--- config.mk ---
export PLATFORM = sky130hd
export DESIGN_NAME = mch_tx_arb
export DESIGN_NICKNAME = d
export VERILOG_FILES = /design/src/rtl/mch_tx_arb.sv
export SDC_FILE = /design/constraint.sdc
export NUM_CORES = 1
export LEC_CHECK = 0
export ABC_AREA = 0
export ABC_CLOCK_PERIOD_IN_PS = 1860
export CAP_MARGIN = 0
export CORE_AREA = 2 2 97 99
export DETAILED_ROUTE_END_ITERATION = 16
export DIE_AREA = 0 0 99 101
export GPL_TIMING_DRIVEN = 0
export PLACE_DENSITY = 0.9
export RECOVER_POWER = 100
export SYNTH_ARGS = -nofsm -noshare
export SYNTH_HDL_FRONTEND = slang
export SYNTH_SLANG_ARGS = --single-unit
--- constraint.sdc ---
create_clock -name clk -period 1.86 [get_ports clk]
set_input_delay 0.372 -clock clk [delete_from_list [all_inputs] [get_ports clk]]
set_output_delay 0.372 -clock clk [all_outputs]
set_load 0.02 [all_outputs]
--- src/rtl/mch_tx_arb.sv ---
// Round-robin two-requester frame scheduler for the Manchester transmit path.
// Optional WAIT_DONE watchdog enabled by defining MCH_ARB_WDOG_EN.
module mch_tx_arb #(
  parameter int DW       = 56,
  parameter int GAP_CYC  = 100,
  parameter int ACK_TMO  = 8,
  parameter int WDOG_CYC = 8191
) (
  input  logic          clk,
  input  logic          rst,
  input  logic          req0,
  input  logic [DW-1:0] data0,
  output logic          gnt0,
  output logic          done0,
  input  logic          req1,
  input  logic [DW-1:0] data1,
  output logic          gnt1,
  output logic          done1,
  output logic          enc_start,
  output logic [DW-1:0] enc_data,
  input  logic [1:0]    enc_stm,
  output logic          busy,
  output logic          err
);

  typedef enum logic [2:0] {
    ST_IDLE      = 3'd0,
    ST_START     = 3'd1,
    ST_WAIT_ACK  = 3'd2,
    ST_WAIT_DONE = 3'd3,
    ST_GAP       = 3'd4
  } state_t;

  localparam int ACK_CW = $clog2((ACK_TMO > 2) ? ACK_TMO : 2) + 1;
  localparam int GAP_CW = $clog2((GAP_CYC > 2) ? GAP_CYC : 2) + 1;
  localparam logic [ACK_CW-1:0] ACK_LIM = ACK_CW'((ACK_TMO > 0) ? ACK_TMO - 1 : 0);
  // GAP_CYC of 0 and 1 both leave GAP after a single cycle
  localparam logic [GAP_CW-1:0] GAP_LIM = GAP_CW'((GAP_CYC > 0) ? GAP_CYC - 1 : 0);

  state_t              state_r, state_s;
  logic                win_r, win_s;
  logic                last_r, last_s;
  logic [ACK_CW-1:0]   ack_cnt_r, ack_cnt_s;
  logic [GAP_CW-1:0]   gap_cnt_r, gap_cnt_s;
  logic [DW-1:0]       enc_data_r, enc_data_s;
  logic                gnt0_r, gnt0_s, gnt1_r, gnt1_s;
  logic                done0_r, done0_s, done1_r, done1_s;
  logic                start_r, start_s;
  logic                busy_r, busy_s;
  logic                err_r, err_s;
  logic                pick_s;

`ifdef MCH_ARB_WDOG_EN
  localparam int WD_CW = $clog2((WDOG_CYC > 2) ? WDOG_CYC : 2) + 1;
  localparam logic [WD_CW-1:0] WD_LIM = WD_CW'((WDOG_CYC > 0) ? WDOG_CYC - 1 : 0);
  logic [WD_CW-1:0] wdog_cnt_r, wdog_cnt_s;
`endif

  // Requester selection: a lone request wins, a tie goes to the one not served last
  always_comb begin
    pick_s = 1'b0;
    if (req0 && req1) begin
      pick_s = ~last_r;
    end else begin
      pick_s = req1;
    end
  end

  // Next-state and registered-output decode
  always_comb begin
    state_s    = state_r;
    win_s      = win_r;
    last_s     = last_r;
    ack_cnt_s  = ack_cnt_r;
    gap_cnt_s  = gap_cnt_r;
    enc_data_s = enc_data_r;
    gnt0_s     = 1'b0;
    gnt1_s     = 1'b0;
    done0_s    = 1'b0;
    done1_s    = 1'b0;
    start_s    = 1'b0;
    err_s      = err_r;
`ifdef MCH_ARB_WDOG_EN
    wdog_cnt_s = wdog_cnt_r;
`endif
    case (state_r)
      ST_IDLE: begin
        if (req0 || req1) begin
          win_s      = pick_s;
          enc_data_s = pick_s ? data1 : data0;
          gnt0_s     = ~pick_s;
          gnt1_s     = pick_s;
          state_s    = ST_START;
        end else begin
          state_s = ST_IDLE;
        end
      end
      ST_START: begin
        start_s   = 1'b1;
        ack_cnt_s = '0;
        state_s   = ST_WAIT_ACK;
      end
      ST_WAIT_ACK: begin
        if (enc_stm != 2'd3) begin
`ifdef MCH_ARB_WDOG_EN
          wdog_cnt_s = '0;
`endif
          state_s = ST_WAIT_DONE;
        end else if (ack_cnt_r >= ACK_LIM) begin
          err_s     = 1'b1;
          last_s    = win_r;
          gap_cnt_s = '0;
          state_s   = ST_GAP;
        end else begin
          ack_cnt_s = ack_cnt_r + {{(ACK_CW-1){1'b0}}, 1'b1};
        end
      end
      ST_WAIT_DONE: begin
        if (enc_stm == 2'd3) begin
          done0_s   = ~win_r;
          done1_s   = win_r;
          last_s    = win_r;
          gap_cnt_s = '0;
          state_s   = ST_GAP;
        end else begin
`ifdef MCH_ARB_WDOG_EN
          if (wdog_cnt_r >= WD_LIM) begin
            err_s     = 1'b1;
            last_s    = win_r;
            gap_cnt_s = '0;
            state_s   = ST_GAP;
          end else begin
            wdog_cnt_s = wdog_cnt_r + {{(WD_CW-1){1'b0}}, 1'b1};
          end
`else
          state_s = ST_WAIT_DONE;
`endif
        end
      end
      ST_GAP: begin
        if (gap_cnt_r >= GAP_LIM) begin
          state_s = ST_IDLE;
        end else begin
          gap_cnt_s = gap_cnt_r + {{(GAP_CW-1){1'b0}}, 1'b1};
        end
      end
      default: begin
        state_s = ST_IDLE;
      end
    endcase
    busy_s = (state_s != ST_IDLE);
  end

  // State, counters and all output registers
  always_ff @(posedge clk) begin
    if (rst) begin
      state_r    <= ST_IDLE;
      win_r      <= 1'b0;
      last_r     <= 1'b1;
      ack_cnt_r  <= '0;
      gap_cnt_r  <= '0;
      enc_data_r <= '0;
      gnt0_r     <= 1'b0;
      gnt1_r     <= 1'b0;
      done0_r    <= 1'b0;
      done1_r    <= 1'b0;
      start_r    <= 1'b0;
      busy_r     <= 1'b0;
      err_r      <= 1'b0;
`ifdef MCH_ARB_WDOG_EN
      wdog_cnt_r <= '0;
`endif
    end else begin
      state_r    <= state_s;
      win_r      <= win_s;
      last_r     <= last_s;
      ack_cnt_r  <= ack_cnt_s;
      gap_cnt_r  <= gap_cnt_s;
      enc_data_r <= enc_data_s;
      gnt0_r     <= gnt0_s;
      gnt1_r     <= gnt1_s;
      done0_r    <= done0_s;
      done1_r    <= done1_s;
      start_r    <= start_s;
      busy_r     <= busy_s;
      err_r      <= err_s;
`ifdef MCH_ARB_WDOG_EN
      wdog_cnt_r <= wdog_cnt_s;
`endif
    end
  end

  assign gnt0      = gnt0_r;
  assign gnt1      = gnt1_r;
  assign done0     = done0_r;
  assign done1     = done1_r;
  assign enc_start = start_r;
  assign enc_data  = enc_data_r;
  assign busy      = busy_r;
  assign err       = err_r;

endmodule
# Word-level counts from Yosys, hierarchy flattened
# Index checks and enable logic that the tools add are counted.
word_totals:
  register_bits: 80
  word_cells: 71
classes:
  eq_ne: 11
  n_lt_le_gt_ge: 2
  addsub: 2
  reduce_logical: 14
  bitwise_logic: 8
  n_mux: 21
ops:
  columns: ["operator", "count"]
  rows:
  - ["$mux W56", 1]
  - ["$mux W8", 4]
  - ["$pmux W8 S3", 1]
  - ["$pmux W3 S5", 1]
  - ["$mux W3", 4]
  - ["$ne A2 B2 Y1 const B", 6]
  - ["$add A8 B1 Y8 const B", 1]
  - ["$ge A8 B7 Y1 const B", 1]
  - ["$mux W4", 2]
  - ["$not A1 Y1", 8]
  - ["$pmux W4 S2", 1]
  - ["$eq A3 B2 Y1 const B", 2]
  - ["$mux W1", 6]
  - ["$reduce_and A3 Y1", 2]
  - ["$reduce_bool A3 Y1", 2]
  - ["$reduce_or A3 Y1", 2]
  - ["$reduce_and A5 Y1", 1]
  - ["$add A4 B1 Y4 const B", 1]
  - ["$ge A4 B3 Y1 const B", 1]
  - ["$reduce_and A4 Y1", 1]
  - ["$reduce_bool A2 Y1", 2]
  - ["$eq A3 B1 Y1 const B", 1]
  - ["$eq A3 B3 Y1 const B", 1]
  - ["$logic_not A3 Y1", 1]
  - ["5 further kinds", 5]

# Logic depth before layout (Yosys ltp)
logic_depth:
  ltp_word: 5
  depth_mapped: 6

# Worst setup path before layout
# OpenSTA, ideal clock, no wires.
synth_path:
  kind: "register -> register"
  startpoint: "register gap_cnt_r[0]"
  endpoint: "register gap_cnt_r[3]"
  n_path_buf: 0
  arrival_time_ns: 1.624
  slack_ns: 0.177
  period_less_slack_ns: 1.683
  path_stages_with_launch: 6
  setup_time_ns: 0.059
  cell_sequence: "dfxtp_1 -> ha_1 -> nor4_1 -> o21ai_1 -> or4_1 -> nand2_1"
synth_via:
  elab_chain_len: 3
  word_cells_on_any_way: 6
  cone_classes: "1 x add/sub; 1 x order compare; 1 x eq/ne; 2 x mux; 1 x reduce/logical"
synth_rtl:
  columns: ["item", "line_no", "source"]
  rows:
  - ["start, declared", "44", "logic [GAP_CW-1:0] gap_cnt_r, gap_cnt_s;"]
  - ["start signal, assigned", "178", "gap_cnt_r <= gap_cnt_s;"]
  - ["$add A8 B1 Y8 / $ge A8 B7 Y1 (equally long branches)", "144, 141", null]
  - ["$mux W8 / $ne A2 B2 Y1 (equally long branches)", null, null]
  - ["$pmux W8 S3 / $reduce_and A5 Y1 (equally long branches)", null, null]
# Several ways; a longest one is shown, not always the timed one. The select of a mux whose other input is x is not followed.
# A chain may end at the register's enable or synchronous reset.

# Worst setup path after layout
layout_path:
  startpoint: "input req1"
  endpoint: "register enc_data_r[15], in the netlist enc_data[15]"
layout_via:
  elab_chain_len: 3
  word_cells_on_any_way: 5
  cone_classes: "2 x mux; 3 x reduce/logical"
layout_rtl:
  columns: ["item", "line_no", "source"]
  rows:
  - ["start, declared", "15", "input logic req1,"]
  - ["$logic_and A1 B1 Y1", "62", "if (req0 && req1) begin"]
  - ["$mux W1", "62", null]
  - ["$mux W56", "90", "enc_data_s = pick_s ? data1 : data0;"]
  - ["end signal, assigned", "179", "enc_data_r <= enc_data_s;"]
  - ["end, declared", "45", "logic [DW-1:0] enc_data_r, enc_data_s;"]
# Several ways; a longest one is shown, not always the timed one.

==> flow_metrics.tcl <==
set metrics [dict create \
    layout.cells.non_filler 668 \
    synth_top_area_share_pct 46.3 \
    syn_area_mm2 0.00346 \
    slew_headroom_pct 65.7 \
    die_h_um 101 \
    diodes 0 \
    slew_viol_final 0 \
    antenna_left 0 \
    yosysUniqueCellTypes 43 \
    setup_ws_ns 0.0115 \
    rows 35 \
    cap_viol_max_count 0 \
    core-area_mm2 0.00898 \
    startpoint_type "input pin" \
    reg2reg_to "gap_cnt_r[4]" \
    cts_buffers 9 \
    path_clk_slew_ns 0.08 \
    die_w_um 99 \
    ys_async_sr_fraction_pct 0 \
    routed_wl_um 10400 \
    tns_ns 0 \
    fin_crit_sh_pct 99.4 \
    finalHoldViolCount 0 \
    h-tree-depth 3 \
    critPathKind "input pin to flop" \
    place_ws_ns -0.554 \
    finClkSkew_ns 0.00892 \
    syn_area_per_cell_um2 9.59 \
    grt_pass1_vias 3398 \
    reg2reg_depth 5 \
    grt_antenna_before_repair 0 \
    yosysWarnings 0 \
    fmax_mhz 541 \
    vias_per_cell 5.13 \
    status "finished clean" \
    synthTopCellsByArea "dfxtp_1 (46%), mux2i_1 (16%), a211oi_1 (12%)" \
    clk_latency_ns 0.34 \
    rsz0062_at_grt "true" \
    synth_ff_type "dfxtp_1" \
    grt.total_usage_pct 19.9 \
    cp.arrival_ns 2.10 \
    clockRootBuffer "clkbuf_8" \
    cts_tree "built" \
    yosysMostFrequentCell "dfxtp_1" \
    io_pins 181 \
    hold_depth 2 \
    synth_edf_count 0 \
    drc_errors 0 \
    grt_pass1_wl_um 15800 \
    drtIter0Drc 98 \
    clk_path_buf_depth 2 \
    syn_nets 481 \
    drive_gt1_share_pct 7.36 \
    port-buffer-count 179 \
    power.ir.vdd_worst_v 0.000499 \
    r2r_slack_ns 0.11 \
    avgRoutedWirePerCell_um 15.6 \
    gp_congestion 0.856 \
    grt-ovfl-total 0 \
    end_kind "flop" \
    tightest_slew_ns 0.515 \
    clock_sinks 80 \
    min_path_type "flop to flop" \
    yosysTopAreaCell "dfxtp_1" \
    netlist_instances 361 \
    p_leak_uw 0.00214 \
    syn_to_final_growth_pct 63.5 \
    r2r_start "ack_cnt_r[0]" \
    worstHoldEndpoint "err" \
    ys_seq_area_share_pct 46.3 \
    firstDrtPassIters 4 \
    ys_ff_latch 80 \
    fp.dieArea_mm2 0.0100 \
    place_hpwl_um 8120 \
    crit_required_ns 2.11 \
    grt_max_degree 14 \
    synth_common_cells "dfxtp_1 (80), nor2_1 (67), a211oi_1 (56), mux2i_1 (56), clkbuf_1 (14)" \
    crit_fanout 10 \
    initial_utilization_pct 38.6 \
    finalCriticalPeriod_ns 1.85 \
    final_nets 672 \
    p_per_area_mw_per_mm2 884 \
    finalSetupViolCount 0 \
    dr_total_vias 3425 \
    min_from "err" \
    dp.cells 651 \
]
## routing by layer
layer / GRT usage [%] / up-vias / share of wire, %
met5: 0 / - / 0
met1: 21.8 / 1596 / 39
met4: 8.22 / 0 / 1.9
li1: - / 1694 / -
met2: 36.9 / 117 / 53
met3: 4.37 / 18 / 5.5
## what timing repair did
action                     in CTS  in global routing
hold buffers                    0                  0
buffers inserted                0                  2
pin swaps                       1                  1
gates resized for setup         7                 17
setup endpoints to repair      50                 45
hold endpoints to repair        0                  0
## where the power goes
part           internal (µW)  switching (µW)
Clock                    786             615
Combinational            798             780
Sequential              1920             109
## cell type report
cell class                      count  area, µm²
Fill cell                         727       3320
Timing Repair Buffer              181       1800
Multi-Input combinational cell    248       1720
Sequential cell                    80       1600
Buffer                             30        165
Tap cell                          111        139
Clock buffer                       10        138
Clock inverter                      6       82.6
Inverter                            2       7.51
## cell usage in the layout (no fill, tap or decap), types with 3 or more instances in the layout
cell type        count
clkdlybuf4s50_1    179
o211ai_1             3
dfxtp_1             80
nand3_1              6
mux2i_1             56
clkinv_2             3
clkbuf_8            10
nor2_1              67
clkbuf_2             4
buf_4                4
clkbuf_4             3
a211oi_1            56
or4_1                3
buf_2                8
o21a_1               3
o21ai_0              4
clkbuf_1            10
a21oi_1              8
nand2_1              7
## logic make-up after synthesis
family | count (synthesis) | share of synthesized area [%]
AOI/OAI and AO/OA | 84 | 17.4
and+or+nand+nor | 104 | 14.5
adders and majority gates | 2 | 0.723
xor gates and xnor gates | 2 | 0.506
DFF | 80 | 46.3
buffers and inverters | 33 | 4.45
muxes | 56 | 16.2
## registers in the layout, indices dropped and copies added (netlist names)
register   flops
ack_cnt_r      4
state_r        3
enc_start      1
done0          1
enc_data      56
gnt0           1
win_r          1
done1          1
gap_cnt_r      8
last_r         1
gnt1           1
busy           1
err            1
## worst max-delay path, cell delays in order
cell and delay (ns):
clkdlybuf4s50_1 0.48, nor2_1 0.10, nor4_4 0.28, buf_4 0.20
buf_1 0.36, nor2_1 0.10, a211oi_1 0.22
## how the worst max path moves through the flow
stage | start | to | slack [ns]
5_1_grt | req1 | enc_data[34] | -0.13
2_1_floorplan | gap_cnt_r[0] | gap_cnt_r[3] | 0.18
3_3_place_gp | req1 | enc_data[37] | -0.52
4_1_cts | req1 | enc_data[41] | 0.006
6_report | req1 | enc_data[15] | 0.01
3_5_place_dp | req1 | enc_data[41] | -0.55
## per-stage QoR
| step | total power, µW | utilization [%] | instance area, µm² | hold WS (ns) |
|---|---|---|---|---|
| after floorplan | 2830 | - | 3460 | 0.436 |
| after global placement | 3580 | 60.1 | 5390 | 0.459 |
| after detailed placement | 3620 | 60.1 | 5390 | 0.469 |
| after CTS | 5020 | 62.7 | 5630 | 0.489 |
| after global routing | 5230 | 63.1 | 5660 | 0.502 |
| final | 5000 | 63.1 | 5660 | 0.489 |
Power figures use the tool's default switching activity.
